`src/rtl/led_display_sched.sv`:
```
// LED bank scheduler: a prescaled pattern engine (bounce/rotate/blink/hold) that
// lends the bank to a message requester for a set number of ticks, then resumes.
module led_display_sched #(
    parameter int WIDTH   = 8,
    parameter int PRESC_W = 24
) (
    input  logic               clk,
    input  logic               reset,
    input  logic [PRESC_W-1:0] step_div,
    input  logic [1:0]         mode,
    input  logic               pause,
    input  logic               msg_req,
    input  logic [WIDTH-1:0]   msg_data,
    input  logic [3:0]         msg_steps,
    output logic               msg_gnt,
    output logic               msg_done,
    output logic               step_pulse,
    output logic [WIDTH-1:0]   led
);

    typedef enum logic {ST_PAT, ST_MSG} state_t;
    typedef enum logic {DIR_UP, DIR_DOWN} dir_t;

    localparam logic [WIDTH-1:0] PAT_ONE  = WIDTH'(1);
    localparam logic [WIDTH-1:0] PAT_ALL  = {WIDTH{1'b1}};
    localparam logic [WIDTH-1:0] PAT_NONE = {WIDTH{1'b0}};

    state_t             state_q;
    dir_t               dir_q, dir_d;
    logic [PRESC_W-1:0] cnt_q;
    logic [WIDTH-1:0]   pat_q, pat_d;
    logic [WIDTH-1:0]   mdat_q;
    logic [WIDTH-1:0]   led_q;
    logic [3:0]         rem_q;
    logic               step_pulse_q;
    logic               msg_gnt_q;
    logic               msg_done_q;

    logic               tick;
    logic               pat_onehot;
    logic [WIDTH-1:0]   pat_rol;
    logic [WIDTH-1:0]   pat_shl;
    logic [WIDTH-1:0]   pat_shr;
    logic [3:0]         rem_load;

    // A lowered step_div below cnt fires immediately thanks to the >= compare.
    assign tick       = (cnt_q >= step_div) && !pause;
    assign pat_onehot = (pat_q != PAT_NONE) && ((pat_q & (pat_q - PAT_ONE)) == PAT_NONE);
    assign pat_shl    = pat_q << 1;
    assign pat_shr    = pat_q >> 1;
    assign rem_load   = (msg_steps == 4'd0) ? 4'd1 : msg_steps;

    generate
        for (genvar gi = 0; gi < WIDTH; gi++) begin : g_rol
            assign pat_rol[gi] = pat_q[(gi + WIDTH - 1) % WIDTH];
        end
    endgenerate

    always_comb begin
        pat_d = pat_q;
        dir_d = dir_q;
        case (mode)
            2'b00: begin
                if (!pat_onehot) begin
                    pat_d = PAT_ONE;
                    dir_d = DIR_UP;
                end else if (dir_q == DIR_UP) begin
                    pat_d = pat_shl;
                    if (pat_shl[WIDTH-1]) dir_d = DIR_DOWN;
                end else begin
                    pat_d = pat_shr;
                    if (pat_shr[0]) dir_d = DIR_UP;
                end
            end
            2'b01:   pat_d = pat_onehot ? pat_rol : PAT_ONE;
            2'b10:   pat_d = (pat_q == PAT_ALL) ? PAT_NONE : PAT_ALL;
            default: pat_d = pat_q;
        endcase
    end

    always_ff @(posedge clk or posedge reset) begin
        if (reset) begin
            state_q      <= ST_PAT;
            dir_q        <= DIR_UP;
            cnt_q        <= '0;
            pat_q        <= PAT_ONE;
            mdat_q       <= '0;
            led_q        <= PAT_ONE;
            rem_q        <= '0;
            step_pulse_q <= 1'b0;
            msg_gnt_q    <= 1'b0;
            msg_done_q   <= 1'b0;
        end else begin
            msg_gnt_q  <= 1'b0;
            msg_done_q <= 1'b0;

            if (pause) begin
                step_pulse_q <= 1'b0;
            end else if (cnt_q >= step_div) begin
                cnt_q        <= '0;
                step_pulse_q <= 1'b1;
            end else begin
                cnt_q        <= cnt_q + PRESC_W'(1);
                step_pulse_q <= 1'b0;
            end

            case (state_q)
                ST_PAT: begin
                    led_q <= pat_q;
                    if (tick) begin
                        // A granted tick is spent on the handover, not on the pattern.
                        if (msg_req) begin
                            mdat_q    <= msg_data;
                            rem_q     <= rem_load;
                            msg_gnt_q <= 1'b1;
                            state_q   <= ST_MSG;
                        end else begin
                            pat_q <= pat_d;
                            dir_q <= dir_d;
                        end
                    end
                end
                ST_MSG: begin
                    led_q <= mdat_q;
                    if (tick) begin
                        rem_q <= rem_q - 4'd1;
                        if (rem_q == 4'd1) begin
                            msg_done_q <= 1'b1;
                            state_q    <= ST_PAT;
                        end
                    end
                end
                default: state_q <= ST_PAT;
            endcase
        end
    end

    assign msg_gnt    = msg_gnt_q;
    assign msg_done   = msg_done_q;
    assign step_pulse = step_pulse_q;
    assign led        = led_q;

endmodule

```
`config.mk`:
```
export PLATFORM = sky130hd
export DESIGN_NAME = led_display_sched
export DESIGN_NICKNAME = d
export VERILOG_FILES = /design/src/rtl/led_display_sched.sv
export SDC_FILE = /design/constraint.sdc
export NUM_CORES = 1
export LEC_CHECK = 0
export CAP_MARGIN = 20
export CORE_ASPECT_RATIO = 0.7
export CORE_UTILIZATION = 46
export DETAILED_ROUTE_END_ITERATION = 6
export PLACE_DENSITY_LB_ADDON = 0.15
export SETUP_SLACK_MARGIN = 0.05
export SLEW_MARGIN = 10
export SYNTH_ARGS = -nofsm -noshare
export SYNTH_HDL_FRONTEND = slang
export SYNTH_SLANG_ARGS = --single-unit
```
`constraint.sdc`:
```
create_clock -name clk -period 3.6 [get_ports clk]
set_clock_uncertainty 0.1 [all_clocks]
set_input_delay 0.72 -clock clk [delete_from_list [all_inputs] [get_ports clk]]
set_output_delay 0.72 -clock clk [all_outputs]
set_load 0.02 [all_outputs]
```
; Yosys cells after proc, flatten, opt, wreduce, memory -nomap -nowiden
; Index checks and enable logic that the tools add are counted.
[word_totals]
register_bits = 57
inputBits = 42
output_inout_bits = 11
wordCells = 63
[classes]
addsub = 3
magnitude_cmp = 1
eq_ne = 7
n_mux = 27
bitwise_logic = 3
reduce_logical = 12
[ops]
columns = operator, n
row1 = two-way mux 8 bit, 4
row2 = "adder 24 x 1 -> 24 bit, second input constant", 1
row3 = greater-or-equal comparator 24 bit, 1
row4 = two-way mux 24 bit, 1
row5 = one-hot mux 8 bit (3 select lines), 1
row6 = two-way mux 4 bit, 4
row7 = one-hot mux 8 bit (2 select lines), 1
row8 = two-way mux 1 bit, 14
row9 = AND 8 bit, 1
row10 = "== test 8 bit, second input constant", 1
row11 = zero test 8 bit, 1
row12 = one-hot mux 4 bit (2 select lines), 1
row13 = AND reduction 4 bit, 2
row14 = nonzero test 8 bit, 1
row15 = "subtractor 8 x 1 -> 8 bit, second input constant", 1
row16 = AND reduction 3 bit, 2
row17 = "== test 4 x 1 -> 1 bit, second input constant", 1
row18 = zero test 4 bit, 1
row19 = "inequality test 2 bit, second input constant", 2
row20 = "subtractor 4 x 1 -> 4 bit, second input constant", 1
row21 = nonzero test 3 bit, 1
row22 = "== test 2 x 1 -> 1 bit, second input constant", 1
row23 = "== test 2 bit, second input constant", 1
row24 = logical AND 1 bit, 2
row25 = 5 further kinds, 6

; Logic depth before layout (Yosys ltp)
; Gate-level depths: netlist of run 1.
[depth]
depth_word = 6
mapped_depth = 11

; Least setup slack after synthesis of run 1
; No wires, ideal clock.
[synth_timing]
path_type = input -> register
start = input step_div[0]
end = register pat_q[7]
setup_ns = 0.125
arrival_time_ns = 2.720
required_ns = 3.375
path_slack_ns = 0.656
cell_stages = 10
n_path_buf = 1
path_cell_list = ha_1 > nand2b_4 > a211oi_2 > o2111ai_1 > a311o_2 > o21bai_4 > inv_2 > nand3b_2 > buf_6 > mux2_2
[synth_via]
elab_chain_len = 3
[synth_lines]
columns = item, line
row1 = "start, declared", 9  ; input logic [PRESC_W-1:0] step_div,
row2 = greater-or-equal comparator 24 bit, 47  ; assign tick = (cnt_q >= step_div) && !pause;
row3 = logical AND 1 bit, 47
row4 = AND reduction 4 bit (no line), -
row5 = "end signal, assigned", 118  ; pat_q <= pat_d;
row6 = "end, declared", 31  ; logic [WIDTH-1:0] pat_q, pat_d;
; No other way between the ends.
; A chain may end at the register's enable or synchronous reset.

; Worst setup path in the final report of run 1
[layout_timing]
start = input step_div[23]
end = register mdat_q[1]
[layout_via]
elab_chain_len = 3
[layout_lines]
columns = item, line
row1 = greater-or-equal comparator 24 bit, 47
row2 = logical AND 1 bit, 47
row3 = AND reduction 3 bit (no line), -
row4 = "end signal, assigned", 113  ; mdat_q <= msg_data;
row5 = "end, declared", 32  ; logic [WIDTH-1:0] mdat_q;
; No other way between the ends.

==> results of run 1 <==
[placed cells by master (no fill, tap or decap), types with 2 or more instances in the layout]
| master | count |
|---|---|
| a211oi_1 | 4 |
| a21o_1 | 2 |
| a21oi_1 | 15 |
| and2_1 | 2 |
| and3_1 | 2 |
| and4_1 | 3 |
| buf_4 | 6 |
| clkbuf_8 | 10 |
| clkdlybuf4s50_1 | 52 |
| clkinv_2 | 3 |
| dfrtp_1 | 55 |
| dfstp_2 | 2 |
| ha_1 | 31 |
| inv_1 | 43 |
| inv_2 | 2 |
| mux2_2 | 12 |
| mux2i_1 | 7 |
| nand2_1 | 30 |
| nand3_1 | 11 |
| nand4_1 | 12 |
| nor2_1 | 29 |
| nor3_1 | 7 |
| nor3b_1 | 3 |
| nor4_1 | 4 |
| o2111ai_1 | 2 |
| o211ai_1 | 2 |
| o21ai_0 | 29 |
| o221ai_1 | 6 |
| o31ai_1 | 3 |
| or3_1 | 4 |
| xnor2_1 | 5 |
| xor2_1 | 13 |
[power breakdown]
| group | switching [W] | leakage [nW] | internal (W) |
|---|---|---|---|
| clock network | 0.000266 | 0.0891 | 0.000266 |
| logic | 0.000119 | 1.26 | 0.000129 |
| registers | 0.0000560 | 0.703 | 0.000676 |
[layer usage]
layer,GRT usage [%],part of all wire [%]
met5,0,0
met4,3.24,0.57
met3,6.93,4.4
met2,30.3,42
met1,29.0,53
[cell families (layout without fill, tap and decap cells)]
family	after synthesis	after routing	share of synthesized area [%]
AOI/OAI and AO/OA	73	73	13.5
adders and majority gates	31	31	11.2
muxes	19	19	5.91
DFF	57	57	41.2
buffers and inverters	56	120	6.27
and+or+nand+nor	117	117	17.4
xor gates and xnor gates	18	18	4.54
[sequential cells by signal, summed over array words and instances, names as in the netlist]
register,cells
pat_q,8
dir_q,1
msg_gnt,1
led,8
state_q,1
msg_done,1
cnt_q,24
mdat_q,8
rem_q,4
step_pulse,1
[worst max-delay path by stage]
stage	from	endpoint	slack, ns	cells after the start
after floorplan	step_div[0]	pat_q[7]	0.66	10
after global routing	step_div[23]	mdat_q[1]	0.20	11
after detailed placement	step_div[0]	mdat_q[1]	0.08	10
after global placement	step_div[5]	mdat_q[2]	0.16	11
after CTS	step_div[23]	mdat_q[1]	0.43	11
final	step_div[23]	mdat_q[1]	0.42	11
[area by class of cell]
class	instances	area, µm²
clock inverters	5	31.3
flip-flops and latches	57	1430
well taps	98	123
clock buffers	11	141
multi-input cells	258	1830
fillers	681	2980
inverters	45	169
repair buffers	59	586
[worst register-to-register path, cell delays in order (launching register included)]
cell and delay, ns:
dfrtp_1 0.46, inv_1 0.07, ha_1 0.27, nand2b_4 0.14, a211oi_2 0.20, o2111ai_1 0.19
a311o_2 0.49, o21bai_4 0.15, inv_2 0.08, nand3_2 0.24, mux2_2 0.38
[metrics by stage]
stage	hold WS [ns]	instance area, µm²	utilization (%)	power, W
after CTS	0.365	4300	59.1	0.00153
after global routing	0.383	4300	59.1	0.00161
after global placement	0.348	4130	56.7	0.000978
after detailed placement	0.356	4130	56.7	0.000990
after floorplan	0.319	3470	-	0.000884
final	0.352	4300	59.1	0.00151
==> flow_summary.json, run 1 <==
{
  "routed_wl_mm": 7.38,
  "synth_seq_cells": 57,
  "p_per_area_mw_per_mm2": 351,
  "post_drt_via_cell_ratio": 5.23,
  "synth.most_common_cell": "dfrtp_1",
  "grt_max_degree": 31,
  "maxSlewViolCount": 0,
  "dpl.hpwl_mm": 5.47,
  "clockRootBuffer": "clkbuf_8",
  "yosysUniqueCellTypes": 51,
  "clock_sinks": 57,
  "post-route-drc-count": 0,
  "synthesis.nets": 444,
  "die_area_mm2": 0.00791,
  "worstHoldStart": "rem_q[3]",
  "clk_latency_ns": 0.34,
  "synth_enable_flop_cells": 0,
  "dr.pass1.iters": 4,
  "r2r_cells": 10,
  "vdd_drop_max_uv": 207,
  "start_kind": "input pin",
  "r2r-end": "mdat_q[1]",
  "max_stage_delay_ns": 0.46,
  "cts_htree_levels": 3,
  "grt-ovfl-total": 0,
  "synth_common_cells": "dfrtp_1, inv_1, ha_1, nand2_1",
  "ant_nets": 0,
  "vias": 2788,
  "place_ws_ns": 0.0784,
  "grt_usage_pct": 20.2,
  "critPathTopFamily": "simple AND/OR/NAND/NOR gates",
  "ys_seq_area_share_pct": 41.2,
  "finalCritPeriodShare_pct": 88.4,
  "relSlewSlack_pct": 51.0,
  "fin_ws_ns": 0.419,
  "drv_cap": 0,
  "grt_pass1_vias": 2551,
  "instances_no_fill": 533,
  "cts_tree": "yes",
  "fmax_ghz": 0.314,
  "nNetsFinal": 503,
  "avgSynthCellArea_um2": 9.36,
  "worst_pin_slew_ns": 0.735,
  "cp_num_buf_inv": 3,
  "final_layout_size_suffix_gt1_share_pct": 11.0,
  "postCtsSetupRepairBufs": 0,
  "hold_violations": 0,
  "gp_congestion": 0.856,
  "core_mm2": 0.00729,
  "r2r_setup_slack_ns": 0.71,
  "whs_path_depth": 1,
  "drt-wirelength-per-cell_um": 13.8,
  "crit_slowest_cell": "clkdlybuf4s50_1",
  "status": "complete, no violations",
  "async_reset_ff_share_pct": 100,
  "crit_path_cell_trace": "clkdlybuf4s50_1, inv_1, ha_1, nand4_1, nor3_1, nand3_1, o211ai_1, o21bai_4, inv_2, nand3_2, mux2_2",
  "synth_area_mm2": 0.00347,
  "synth_top_area_share_pct": 39.6,
  "reg2reg_from": "cnt_q[0]",
  "synth_top_area_cell": "dfrtp_1",
  "place_inst": 517,
  "cts.path.max_buffers": 2,
  "ys.flop_type": "dfrtp_1",
  "drt_iter0_drc": 89,
  "grt_pass1_wl_mm": 12.4,
  "areaGrowthSynthToFinish_pct": 24.0,
  "hold_class": "flip-flop to flip-flop",
  "antenna_cells": 0,
  "finalSetupTns_ns": 0,
  "p_leak_nw": 2.05,
  "setup_viol": 0,
  "rows": 26,
  "cp.required_ns": 3.72,
  "timing_worst_setup_path_type": "input pin to flip-flop",
  "ctsResizeCount": 0,
  "crit_path_max_fanout": 9,
  "cp-end-kind": "flip-flop",
  "io_buffers": 52,
  "min_to": "msg_done",
  "clk_pin_slew_ns": 0.06,
  "die_y_um": 74.7,
  "ys.warnings.count": 0,
  "initial_utilization_pct": 47.6,
  "io_pins": 53,
  "antenna_found_initial": 0,
  "hold_buffers": 0,
  "rsz0062_at_grt": "false",
  "synthCells": 371,
  "die_x_um": 106,
  "cp.arrival_ns": 3.30,
  "ys_top_cells_by_area": "dfrtp_1, ha_1, inv_1",
  "cts_buffers": 9,
  "fin_crit_ns": 3.18
}
(Power assumes the default switching activity.)
==> inputs of run 2 (changes only) <==
--- a/config.mk
+++ b/config.mk
@@ -5,6 +5,7 @@
 export SDC_FILE = /design/constraint.sdc
 export NUM_CORES = 1
 export LEC_CHECK = 0
+export ABC_AREA = 0
 export CAP_MARGIN = 20
 export CORE_ASPECT_RATIO = 0.7
 export CORE_UTILIZATION = 46
==> results of run 2 <==
The final DEF is identical to that of run 1; final timing and power are the same.
